--- config.mk ---
export PLATFORM = sky130hd
export DESIGN_NAME = hex_scan_controller
export DESIGN_NICKNAME = d
export VERILOG_FILES = /design/src/rtl/hex_scan_controller_pkg.sv /design/src/rtl/hex_scan_controller_hex_decoder.sv /design/src/rtl/hex_scan_controller.sv
export SDC_FILE = /design/constraint.sdc
export NUM_CORES = 1
export LEC_CHECK = 0
export BUFFER_PORTS_ARGS = -buffer_cell sky130_fd_sc_hd__clkbuf_2
export CAP_MARGIN = 20
export CORE_ASPECT_RATIO = 0.6
export CORE_MARGIN = 5
export CORE_UTILIZATION = 55
export DETAILED_ROUTE_END_ITERATION = 10
export GPL_TIMING_DRIVEN = 0
export PLACE_DENSITY = 0.78
export SYNTH_ARGS = -nofsm -noshare
export SYNTH_HDL_FRONTEND = slang
export SYNTH_HIERARCHICAL = 1
export SYNTH_SLANG_ARGS = --single-unit
--- constraint.sdc ---
create_clock -name clock -period 4.3 [get_ports clock]
set_input_delay 0 -clock clock [delete_from_list [all_inputs] [get_ports clock]]
set_output_delay 0 -clock clock [all_outputs]
set_load 0.02 [all_outputs]
--- src/rtl/hex_scan_controller_pkg.sv ---
// Shared constants and helpers for the hex scan display controller.
// Segment encodings are active-high, bit 0 = a ... bit 6 = g.
package hex_scan_controller_pkg;

  localparam logic [6:0] SEG_BLANK = 7'h00;
  localparam logic [6:0] SEG_ZERO  = 7'h3F;

  // Small-scale timing used when simulating, so a frame is only a few cycles long.
  localparam int SIM_TICK_DIV     = 4;
  localparam int SIM_BLANK_CYCLES = 1;

  function automatic int clog2(input int n);
    int w;
    w = 0;
    for (int v = n - 1; v > 0; v = v >> 1) begin
      w++;
    end
    return w;
  endfunction

endpackage

--- src/rtl/hex_scan_controller_hex_decoder.sv ---
// Hex nibble to 7-segment pattern (active-high, bit 0 = a ... bit 6 = g).
// Purely combinational; the scan controller registers its output.
module hex_scan_controller_hex_decoder
  import hex_scan_controller_pkg::*;
(
  input  logic [3:0] i_nibble,
  output logic [6:0] o_seg
);

  always_comb begin
    o_seg = SEG_BLANK;
    unique case (i_nibble)
      4'h0: o_seg = SEG_ZERO;
      4'h1: o_seg = 7'h06;
      4'h2: o_seg = 7'h5B;
      4'h3: o_seg = 7'h4F;
      4'h4: o_seg = 7'h66;
      4'h5: o_seg = 7'h6D;
      4'h6: o_seg = 7'h7D;
      4'h7: o_seg = 7'h07;
      4'h8: o_seg = 7'h7F;
      4'h9: o_seg = 7'h6F;
      4'hA: o_seg = 7'h77;
      4'hB: o_seg = 7'h7C;
      4'hC: o_seg = 7'h39;
      4'hD: o_seg = 7'h5E;
      4'hE: o_seg = 7'h79;
      4'hF: o_seg = 7'h71;
      default: o_seg = SEG_BLANK;
    endcase
  end

endmodule

--- src/rtl/hex_scan_controller.sv ---
// Digit-scanned 7-segment controller: one shared decoder, frame-synchronous
// value capture, per-slot anti-ghost blanking and leading-zero suppression.
module hex_scan_controller
  import hex_scan_controller_pkg::*;
#(
  parameter int NUM_DIGITS   = 4,
  parameter int TICK_DIV     = 50000,
  parameter int BLANK_CYCLES = 2
) (
  input  logic                    clock,
  input  logic                    reset,
  input  logic [4*NUM_DIGITS-1:0] value,
  input  logic                    load,
  input  logic                    lz_en,
  output logic [6:0]              seg,
  output logic [NUM_DIGITS-1:0]   dig_en,
  output logic                    ack,
  output logic                    frame
);

  localparam int PW    = clog2(TICK_DIV);
  localparam int IDX_W = (clog2(NUM_DIGITS) < 1) ? 1 : clog2(NUM_DIGITS);

  localparam logic [PW-1:0]    PRE_LAST  = PW'(TICK_DIV - 1);
  localparam logic [PW-1:0]    BLANK_LIM = PW'(BLANK_CYCLES);
  localparam logic [IDX_W-1:0] IDX_LAST  = IDX_W'(NUM_DIGITS - 1);

  logic [PW-1:0]           r_prescaler;
  logic [IDX_W-1:0]        r_idx;
  logic                    r_pending;
  logic [4*NUM_DIGITS-1:0] r_shadow;
  logic [6:0]              r_seg;
  logic [NUM_DIGITS-1:0]   r_dig_en;
  logic                    r_ack;
  logic                    r_frame;

  logic                  w_slot_end;
  logic                  w_frame_end;
  logic                  w_blank;
  logic [3:0]            w_nibble [NUM_DIGITS];
  logic [NUM_DIGITS-1:0] w_suppress;
  logic [6:0]            w_seg_dec;
  logic [6:0]            w_seg_next;
  logic [NUM_DIGITS-1:0] w_dig_next;

  assign w_slot_end  = (r_prescaler == PRE_LAST);
  assign w_frame_end = w_slot_end & (r_idx == IDX_LAST);
  assign w_blank     = (r_prescaler < BLANK_LIM);

  for (genvar gi = 0; gi < NUM_DIGITS; gi++) begin : g_nibble
    assign w_nibble[gi] = r_shadow[4*gi +: 4];
  end

  // A digit is a leading zero when it and every more-significant nibble are zero.
  always_comb begin
    logic all_zero;
    all_zero   = 1'b1;
    w_suppress = '0;
    for (int i = NUM_DIGITS - 1; i >= 1; i--) begin
      all_zero      = all_zero & (r_shadow[4*i +: 4] == 4'h0);
      w_suppress[i] = lz_en & all_zero;
    end
  end

  hex_scan_controller_hex_decoder u_hex_decoder (
    .i_nibble (w_nibble[r_idx]),
    .o_seg    (w_seg_dec)
  );

  always_comb begin
    w_dig_next = '0;
    if (!w_blank) begin
      w_dig_next[r_idx] = 1'b1;
    end
    w_seg_next = (w_blank | w_suppress[r_idx]) ? SEG_BLANK : w_seg_dec;
  end

  always_ff @(posedge clock) begin
    if (reset) begin
      r_prescaler <= '0;
      r_idx       <= '0;
      r_pending   <= 1'b0;
      r_shadow    <= '0;
      r_seg       <= SEG_BLANK;
      r_dig_en    <= '0;
      r_ack       <= 1'b0;
      r_frame     <= 1'b0;
    end else begin
      r_ack   <= 1'b0;
      r_frame <= 1'b0;
      r_seg    <= w_seg_next;
      r_dig_en <= w_dig_next;

      if (w_slot_end) begin
        r_prescaler <= '0;
        r_idx       <= (r_idx == IDX_LAST) ? '0 : r_idx + 1'b1;
      end else begin
        r_prescaler <= r_prescaler + 1'b1;
      end

      if (load) begin
        r_pending <= 1'b1;
      end

      // Capture only at the frame boundary; a load on this edge is consumed here.
      if (w_frame_end) begin
        r_frame <= 1'b1;
        if (r_pending | load) begin
          r_shadow  <= value;
          r_pending <= 1'b0;
          r_ack     <= 1'b1;
        end
      end
    end
  end

  assign seg    = r_seg;
  assign dig_en = r_dig_en;
  assign ack    = r_ack;
  assign frame  = r_frame;

endmodule

-- Word level (Yosys, flattened, before mapping)
Memories as Yosys holds them, arrays and structs flattened. A register that Yosys moved wholly into a read port is not among the register bits.
Cells that the tools add are included.
- add/subtract/negate cells: 2
- magnitude comparators: 4
- equality and inequality tests: 2
- muxes and demuxes: 13
- bitwise logic cells: 10
- reductions and logical operators: 9
- operators with widths (cell ; number):
    $add A16 B1 Y16 const B ; 1
    $eq A16 B16 Y1 const B ; 1
    $lt A16 B2 Y1 const B ; 1
    $logic_not A4 Y1 ; 3
    $bmux W4 S2 ; 1
    $mux W4 ; 2
    $reduce_or A2 Y1 ; 4
    $mux W1 ; 7
    $and A1 B1 Y1 ; 6
    $ge A3 B3 Y1 const B ; 1
    $lt A2 B3 Y1 const B ; 1
    $not A2 Y3 ; 1
    $add A2 B1 Y2 const B ; 1
    $bmux W1 S2 ; 1
    $demux W1 S2 ; 1
    $eq A2 B2 Y1 const B ; 1
    $ge A2 B1 Y1 const B ; 1
    $mux W2 ; 1
    $or A1 B1 Y1 ; 2
    $reduce_and A2 Y1 ; 1
    $logic_and A1 B1 Y1 ; 1
    $not A1 Y1 ; 1
- flip-flop bits (word level): 41
- bits in read-only memories: 112
- memories: 1
- memory list (memory ; depth ; bits a word ; read ports ; clocked after Yosys merged registers in ; write ports ; RTL line ; source):
    (name not given) ; 16 ; 7 ; 1 ; 1 ; 0 ; hex_scan_controller_hex_decoder.sv:12 ; unique case (i_nibble)

-- Depth between registers and ports, before layout
Gate-level depths: netlist (run 1).
- word-level depth: 8
- depth in mapped cells: 8

-- By module
Netlist (run 1), hierarchy kept.
- by module, submodules not included (module ; times used ; cells each ; area each (sq um) ; sequential area each (sq um)):
    hex_scan_controller ; 1 ; 228 ; 2102.0 ; 960.9
    hex_scan_controller_hex_decoder ; 1 ; 33 ; 287.8 ; 0.0

-- Least setup slack after synthesis (run 1)
No wires, ideal clock.
- path kind: register to register
- start: reg r_idx[0]
- end: reg r_seg[3], in the netlist seg[3]
- library setup time: 132 ps
- data arrival time: 2216 ps
- required time: 4168 ps
- setup slack: 1952 ps
- stages on the path, launching flop included: 9
- path buffers: 1
- period minus slack after synthesis: 2348 ps
- path through: dfxtp_1 -> clkbuf_1 -> mux4_2 -> inv_1 -> ha_1 -> inv_1 -> mux4_1 -> nand2_1 -> nor2_1
- word-level cells in the longest chain between the ends: 4
- ends and longest elaborated chain (item ; RTL line ; source):
    from (decl) ; hex_scan_controller.sv:29 ; logic [IDX_W-1:0] r_idx;
    from (signal assigned) ; hex_scan_controller.sv:96 ; r_idx <= (r_idx == IDX_LAST) ? '0 : r_idx + 1'b1;
    $bmux W1 S2 or $not A2 Y3 (tied branches) ; hex_scan_controller.sv:75, hex_scan_controller.sv:66 ;
    $mux W1 (not written as such) or $bmux W4 S2 (tied branches) ; hex_scan_controller.sv:75, hex_scan_controller.sv:66 ;
    $or A1 B1 Y1 or $mux W4 (tied branches) ; hex_scan_controller.sv:75, hex_scan_controller.sv:66 ;
    $reduce_or A2 Y1 (no line) or $mux W4 (tied branches) ; - ;
    to (decl) ; hex_scan_controller.sv:32 ; logic [6:0] r_seg;
Parallel ways exist; a longest one is shown, timed or not. The select of a mux whose other input is x is not followed.
A chain may end at the register's enable or synchronous reset.

-- Final worst setup path (run 1)
Ends and elaborated chain as after synthesis.

==> results of run 1 <==
## cell families (layout without fill, tap and decap cells)
| group | count (synthesis) | in the layout | share of synthesized area, % |
|---|---|---|---|
| flops | 48 | 48 | 40.2 |
| simple gates | 105 | 105 | 24.1 |
| compound gates | 45 | 45 | 10.3 |
| fa+ha+maj | 12 | 12 | 6.28 |
| mux | 10 | 10 | 7.12 |
| buf+inv | 27 | 84 | 6.86 |
| xor+xnor | 14 | 14 | 5.13 |
## registers in the layout (all words and copies together), names as in the netlist
signal and flops:
ack 1, dig_en 4, frame 1, r_idx 2, r_pending 1, r_prescaler 16
r_shadow 16, seg 7
## path summary, 6_finish.rpt
check	startpoint	end	slack, ns	depth (start not counted)
worst max register to register	r_idx[0]	seg[3]	1.65	8
worst min-delay path	load	r_pending	0.06	3
worst min register to register	r_shadow[2]	r_shadow[2]	0.49	2
worst max-delay path	r_idx[0]	seg[3]	1.65	8
## critical path, cell delays in order (launching register included)
cell and delay [ns]:
dfxtp_1 0.36, clkbuf_1 0.43, mux4_2 0.65, inv_1 0.16, ha_1 0.28, inv_1 0.05, mux4_1 0.47, nand2_1 0.07
nor2_1 0.04
## cell usage in the layout (no fill, tap or decap), drive strengths merged, types with 3 or more instances in the layout
cell / netlist / routed
ha: 12 / 12
clkbuf: 6 / 46
mux2: 3 / 3
buf: 11 / 11
nand4: 20 / 20
xnor2: 12 / 12
nor3: 8 / 8
nor4: 10 / 10
mux4: 5 / 5
nor2: 28 / 28
inv: 10 / 10
nand3: 9 / 9
dlygate4sd3: 0 / 17
o21ai: 18 / 18
dfxtp: 48 / 48
a21oi: 22 / 22
nand2: 15 / 15
and2: 5 / 5
## final cells by class
cell class	count	area (um2)	share of cell area [%]
Buffer	17	126	4.38
Tap cell	60	75.1	2.60
Multi-Input combinational cell	186	1260	43.8
Timing Repair Buffer	49	330	11.4
Sequential cell	48	961	33.3
Clock buffer	8	90.1	3.12
Inverter	10	37.5	1.30
## per-layer routing
| layer | global-route usage (%) | wire (um) | vias to the layer above |
|---|---|---|---|
| met2 | 30.1 | 2300 | 124 |
| li1 | - | - | 1036 |
| met4 | 5.95 | 85 | 0 |
| met1 | 31.8 | 2750 | 940 |
| met3 | 5.37 | 584 | 12 |
| met5 | 0 | 0 | - |
## where the power goes
part,switching [uW],internal (uW)
combinational,31.3,28.5
sequential,3.76,453
clock,143,131
## per-stage QoR
| stage | setup slack [ns] | total power, uW | area [um2] |
|---|---|---|---|
| after detailed placement | 1.67 | 514 | 2630 |
| after global routing | 1.44 | 818 | 2890 |
| after floorplan | 1.95 | 494 | 2390 |
| after global placement | 1.75 | 514 | 2630 |
| after CTS | 1.66 | 793 | 2890 |
| final | 1.65 | 791 | 2890 |
## repair_timing
action | 4_1_cts | 5_1_grt
endpoints found under the setup margin | 0 | 0
endpoints found under the hold margin | 18 | 0
hold buffers | 17 | 0
==> impl_results.md, run 1 <==
* Relative slew margins at 60.0%
* RSZ-0062 raised after global routing: false
* CTS sink count at 48
* Die height at 61.1 um
* Post-synth EDFFs at 0
* Initial Utilization at 57.7%
* Final period utilization at 61.6%
* Vias per cell at 5.59
* Top cell type's share of synthesized area at 40.2%
* Fin Hold WS at 0.0567 ns
* Most numerous cell in the Yosys netlist: dfxtp_1
* CTS tree: done
* Worst-skew pair later-pin latency at 0.30 ns
* Crit path max fanout at 9
* Min Clock Period, post-route at 2.65 ns
* DP HPWL at 4.02 mm
* Clock root buffer: clkbuf_8
* Endpoints failing setup at 0
* Synth async-reset ratio at 0%
* Netlist cell types at 44
* Area of the core at 0.00414 mm2
* Routability cong. at 0.914
* Worst-margin pin slew at 0.600 ns
* CP Class: flop to flop
* Syn Nets at 293
* Kind of end point of the critical path: flop
* Clock-pin slew on the worst setup and hold paths at 0.09 ns
* Initial antenna violation count at 0
* Top cell type by total area after synthesis: dfxtp_1
* Status: complete, no violations
* Synth warn at 6
* DRC viols at 0
* Max-cap viol count at 0
* H-tree depth reported by CTS at 2
* Vias at 2112
* Post-synth top cells: dfxtp_1 (48), nor2_1 (28), a21oi_1 (22)
* Fillers at 354
* Leakage at 0.00107 uW
* Worst hold path class: input pin to flop
* Fmax achieved at 0.378 GHz
* Port bufs at 32
* Final nets at 349
* CTS resizes at 0
* Avg Synthesized Cell Area at 9.16 um2
* GRT Total Usage at 21.2%
* Crit start category: flop
* Clock Skew at 0.00813 ns
* Dominant cells by area after synthesis: dfxtp_1 (40%), ha_1 (6.3%), nand4_1 (5.0%)
* Grt total ovfl at 0
* Placed insts at 353
* Post-Syn Area at 0.00239 mm2
* Layout area overhead at 20.7%
* Total CTS buffers at 5
* Largest net degree at the start of global routing at 14
* Synthesized flop and latch total at 48
* Share of layout cells above drive strength 1 at 19.8%
* Synth Flop Type: dfxtp_1
* Mapped Cells at 261
* Site row count at 18
* CP required at 4.47 ns
* Detailed Route WL at 5.72 mm
* Final hold viol count at 0
* Die Width at 95.1 um
* Fin util at 69.6%
* Vias in the first global route at 1847
* IO Pins at 33
* Power Density at 274 mW/mm2
* First-pass iteration count of the detailed router at 6
* First-pass GRT wire length at 9.29 mm
* ANT cells at 0
* Post-CTS Setup Repair Bufs at 0
* Setup TNS at 0 ns
* Post-DRT Antenna Nets at 0
* Seq/Total Area, Yosys at 40.2%
* WL/cell at 15.1 um
* VDD IR max at 179 uV
* Clk buf depth at 2
* Final non-filler cell total at 378
* Slew Limit Fails at 0
* Arr. time, crit path at 2.82 ns
* Die area at 0.00581 mm2
* 1st-iter DRT viols at 190
No activity file was read; power rests on OpenSTA's default activity.
==> run 2, diff against run 1 <==
Settings changed: CORE_UTILIZATION 55 to 51, PLACE_DENSITY 0.78 to 0.76.
Clock period 4.3 ns to 2.4 ns, I/O delays scaled along.
==> impl_results.md, run 2 (synthesis gave the netlist of run 1 again) <==
* DP HPWL at 4.03 mm (was 4.02 mm)
* DP Worst Slack at -0.239 ns (was 1.67 ns)
* R2R Setup Slk at 0.10 ns (was 1.65 ns)
* Detailed Route WL at 5.53 mm (was 5.72 mm)
* Worst-skew pair later-pin latency at 0.30 ns (about the same)
* DR top layer: met4 (unchanged)
* DR WL met2 at 2.13 mm (was 2.30 mm)
* Share of layout cells above drive strength 1 at 21.1% (was 19.8%)
* Clock-pin slew on the worst setup and hold paths at 0.08 ns (was 0.09 ns)
* Fin Hold WS at 0.0417 ns (was 0.0567 ns)
* Final WS setup at 0.104 ns (was 1.65 ns)
* CP required at 2.57 ns (was 4.47 ns)
* Vias per cell at 5.40 (was 5.59)
* Largest net degree at the start of global routing at 14 (unchanged)
* Sw Ratio at 22.5% (about the same)
* Post-CTS Setup Repair Bufs at 0 (unchanged)
* Total internal power at 1100 uW (was 613 uW)
* RSZ-0062 raised after global routing: false (unchanged)
* Min Clock Period, post-route at 2.30 ns (was 2.65 ns)
* Final hold viol count at 0 (unchanged)
* Arr. time, crit path at 2.46 ns (was 2.82 ns)
* Relative slew margins at 60.5% (was 60.0%)
* Clk buf depth at 2 (unchanged)
* Routability cong. at 0.878 (was 0.914)
* CP Class: flop to flop (unchanged)
* GRT Total Usage at 18.1% (was 21.2%)
* Leakage at 0.00108 uW (was 0.00107 uW)
* Critical Path End: seg[3] (unchanged)
* Total CTS buffers at 5 (unchanged)
* Grt total ovfl at 0 (unchanged)
* Layout area overhead at 21.2% (was 20.7%)
* Sw Pwr at 318 uW (was 178 uW)
* Most frequent cells in the layout: dfxtp_1 (48), clkbuf_2 (33), nor2_1 (28) (unchanged)
* WL met3 at 341 um (was 584 um)
* Worst hold path class: input pin to flop (unchanged)
* Crit path cell chain: buf_4 -> mux4_2 -> inv_2 -> ha_2 -> inv_1 -> mux4_1 -> nand2_1 -> nor2_1 (was clkbuf_1 -> mux4_2 -> inv_1 -> ha_1 -> inv_1 -> mux4_1 -> nand2_1 -> nor2_1)
* ANT cells at 0 (unchanged)
* Seq pwr share at 57.8% (about the same)
* Kind of end point of the critical path: flop (unchanged)
* Status: complete, no violations (unchanged)
* CP delay by family, top: multiplexers (unchanged)
* Die Width at 98.4 um (was 95.1 um)
* Max-cap viol count at 0 (unchanged)
* Fmax achieved at 0.435 GHz (was 0.378 GHz)
* End of the worst register-to-register path: seg[3] (unchanged)
* Initial antenna violation count at 0 (unchanged)
* Worst Reg-to-Reg Cells at 8 (unchanged)
* Worst path buffer plus inverter count at 3 (unchanged)
* Crit path largest cell delay at 0.59 ns (was 0.65 ns)
* Met1 Routed Length at 3.01 mm (was 2.75 mm)
* Clock root buffer: clkbuf_8 (unchanged)
* Die height at 63.0 um (was 61.1 um)
* Power Density at 489 mW/mm2 (was 274 mW/mm2)
* Cell count along the critical path at 8 (unchanged)
* WL/cell at 14.5 um (was 15.1 um)
* Clock Skew at 0.00665 ns (was 0.00813 ns)
* Port bufs at 32 (unchanged)
* Vias at 2057 (was 2112)
* Final period utilization at 95.7% (was 61.6%)
* Crit path max fanout at 9 (unchanged)
* Post-DRT Antenna Nets at 0 (unchanged)
* First-pass GRT wire length at 9.11 mm (was 9.29 mm)
* Clock network power share at 34.7% (about the same)
* 1st-iter DRT viols at 120 (was 190)
* Worst-margin pin slew at 0.592 ns (was 0.600 ns)
* Comb pwr share at 7.5% (was 7.6%)
* DRC viols at 0 (unchanged)
* Fin util at 63.8% (was 69.6%)
* Crit start category: flop (unchanged)
* IO Pins at 33 (unchanged)
* Most common cell after layout, fill and taps aside: dfxtp_1 (unchanged)
* Die area at 0.00620 mm2 (was 0.00581 mm2)
* Worst Setup SP: r_idx[0] (unchanged)
* Endpoints failing setup at 0 (unchanged)
* VDD IR max at 407 uV (was 179 uV)
* Vias in the first global route at 1812 (was 1847)
* Reg-to-reg startpoint: r_idx[0] (unchanged)
* Slew Limit Fails at 0 (unchanged)
* First-pass iteration count of the detailed router at 7 (was 6)
* Slowest stage cell, crit path: mux4_2 (unchanged)
* CTS sink count at 48 (unchanged)
* Initial Utilization at 52.6% (was 57.7%)
* Area of the core at 0.00454 mm2 (was 0.00414 mm2)
* CTS tree: done (unchanged)
* H-tree depth reported by CTS at 2 (unchanged)
* Final nets at 349 (unchanged)
* Site row count at 19 (was 18)
[run 2: changes by cell type in the layout (fill, tap and decap cells not counted)]
cell and delta:
ha_2 +1, ha_1 -1, clkbuf_1 -1, inv_2 +2, inv_1 -2, buf_4 +1
[run 2: repair_timing]
action	CTS	global route
hold buffers	17	0
resized for setup	2	4
endpoints found under the setup margin	2	1
endpoints found under the hold margin	18	0
[run 2: layout make-up]
cell class,count,area [um2]
multi-input combinational,186,1270
clock buffer,8,90.1
tap,63,78.8
sequential,48,961
fill,399,1650
timing repair buffer,49,330
buffer,17,130
inverter,10,37.5
[run 2: worst min-delay path by stage]
stage / to / slack (ns) / cells after the start / startpoint
final: r_pending / 0.04 / 3 / load
after global routing: r_pending / 0.06 / 3 / load
after CTS: r_pending / 0.03 / 3 / load
after detailed placement: r_shadow[13] / 0.25 / 3 / value[13]
after global placement: r_shadow[10] / 0.25 / 3 / value[10]
after floorplan: r_pending / 0.07 / 1 / reset
[run 2: power by group through the flow]
| stage | clock network, uW | logic [uW] | registers (uW) |
|---|---|---|---|
| global placement | 0 | 83.8 | 836 |
| global route | 539 | 119 | 821 |
| detailed placement | 0 | 84.9 | 837 |
| finish | 492 | 107 | 818 |
| floorplan | 0 | 33.8 | 851 |
| CTS | 501 | 107 | 818 |
[run 2: through the flow]
| step | area (um2) | std cells | power [uW] | setup TNS (ns) |
|---|---|---|---|---|
| detailed placement | 2630 | 356 | 922 | -0.288 |
| floorplan | 2390 | 261 | 885 | 0 |
| CTS | 2890 | 381 | 1430 | 0 |
| finish | 2900 | 381 | 1420 | 0 |
| global route | 2900 | 381 | 1480 | 0 |
| global placement | 2630 | 356 | 920 | -0.171 |
[run 2: worst reg2reg max path, delay by kind of cell (launching register included)]
kind	cells	cell delay, ns
and+or+nand+nor	2	0.12
DFF	1	0.36
adders and majority gates	1	0.23
muxes	2	1.08
buffers and inverters	3	0.36
[run 2: metal layers]
layer  global-route usage (%)  up-vias
met2                     23.1       61
met5                        0        -
met3                     5.24        7
met4                     4.09        0
li1                         -     1036
met1                     29.1      953
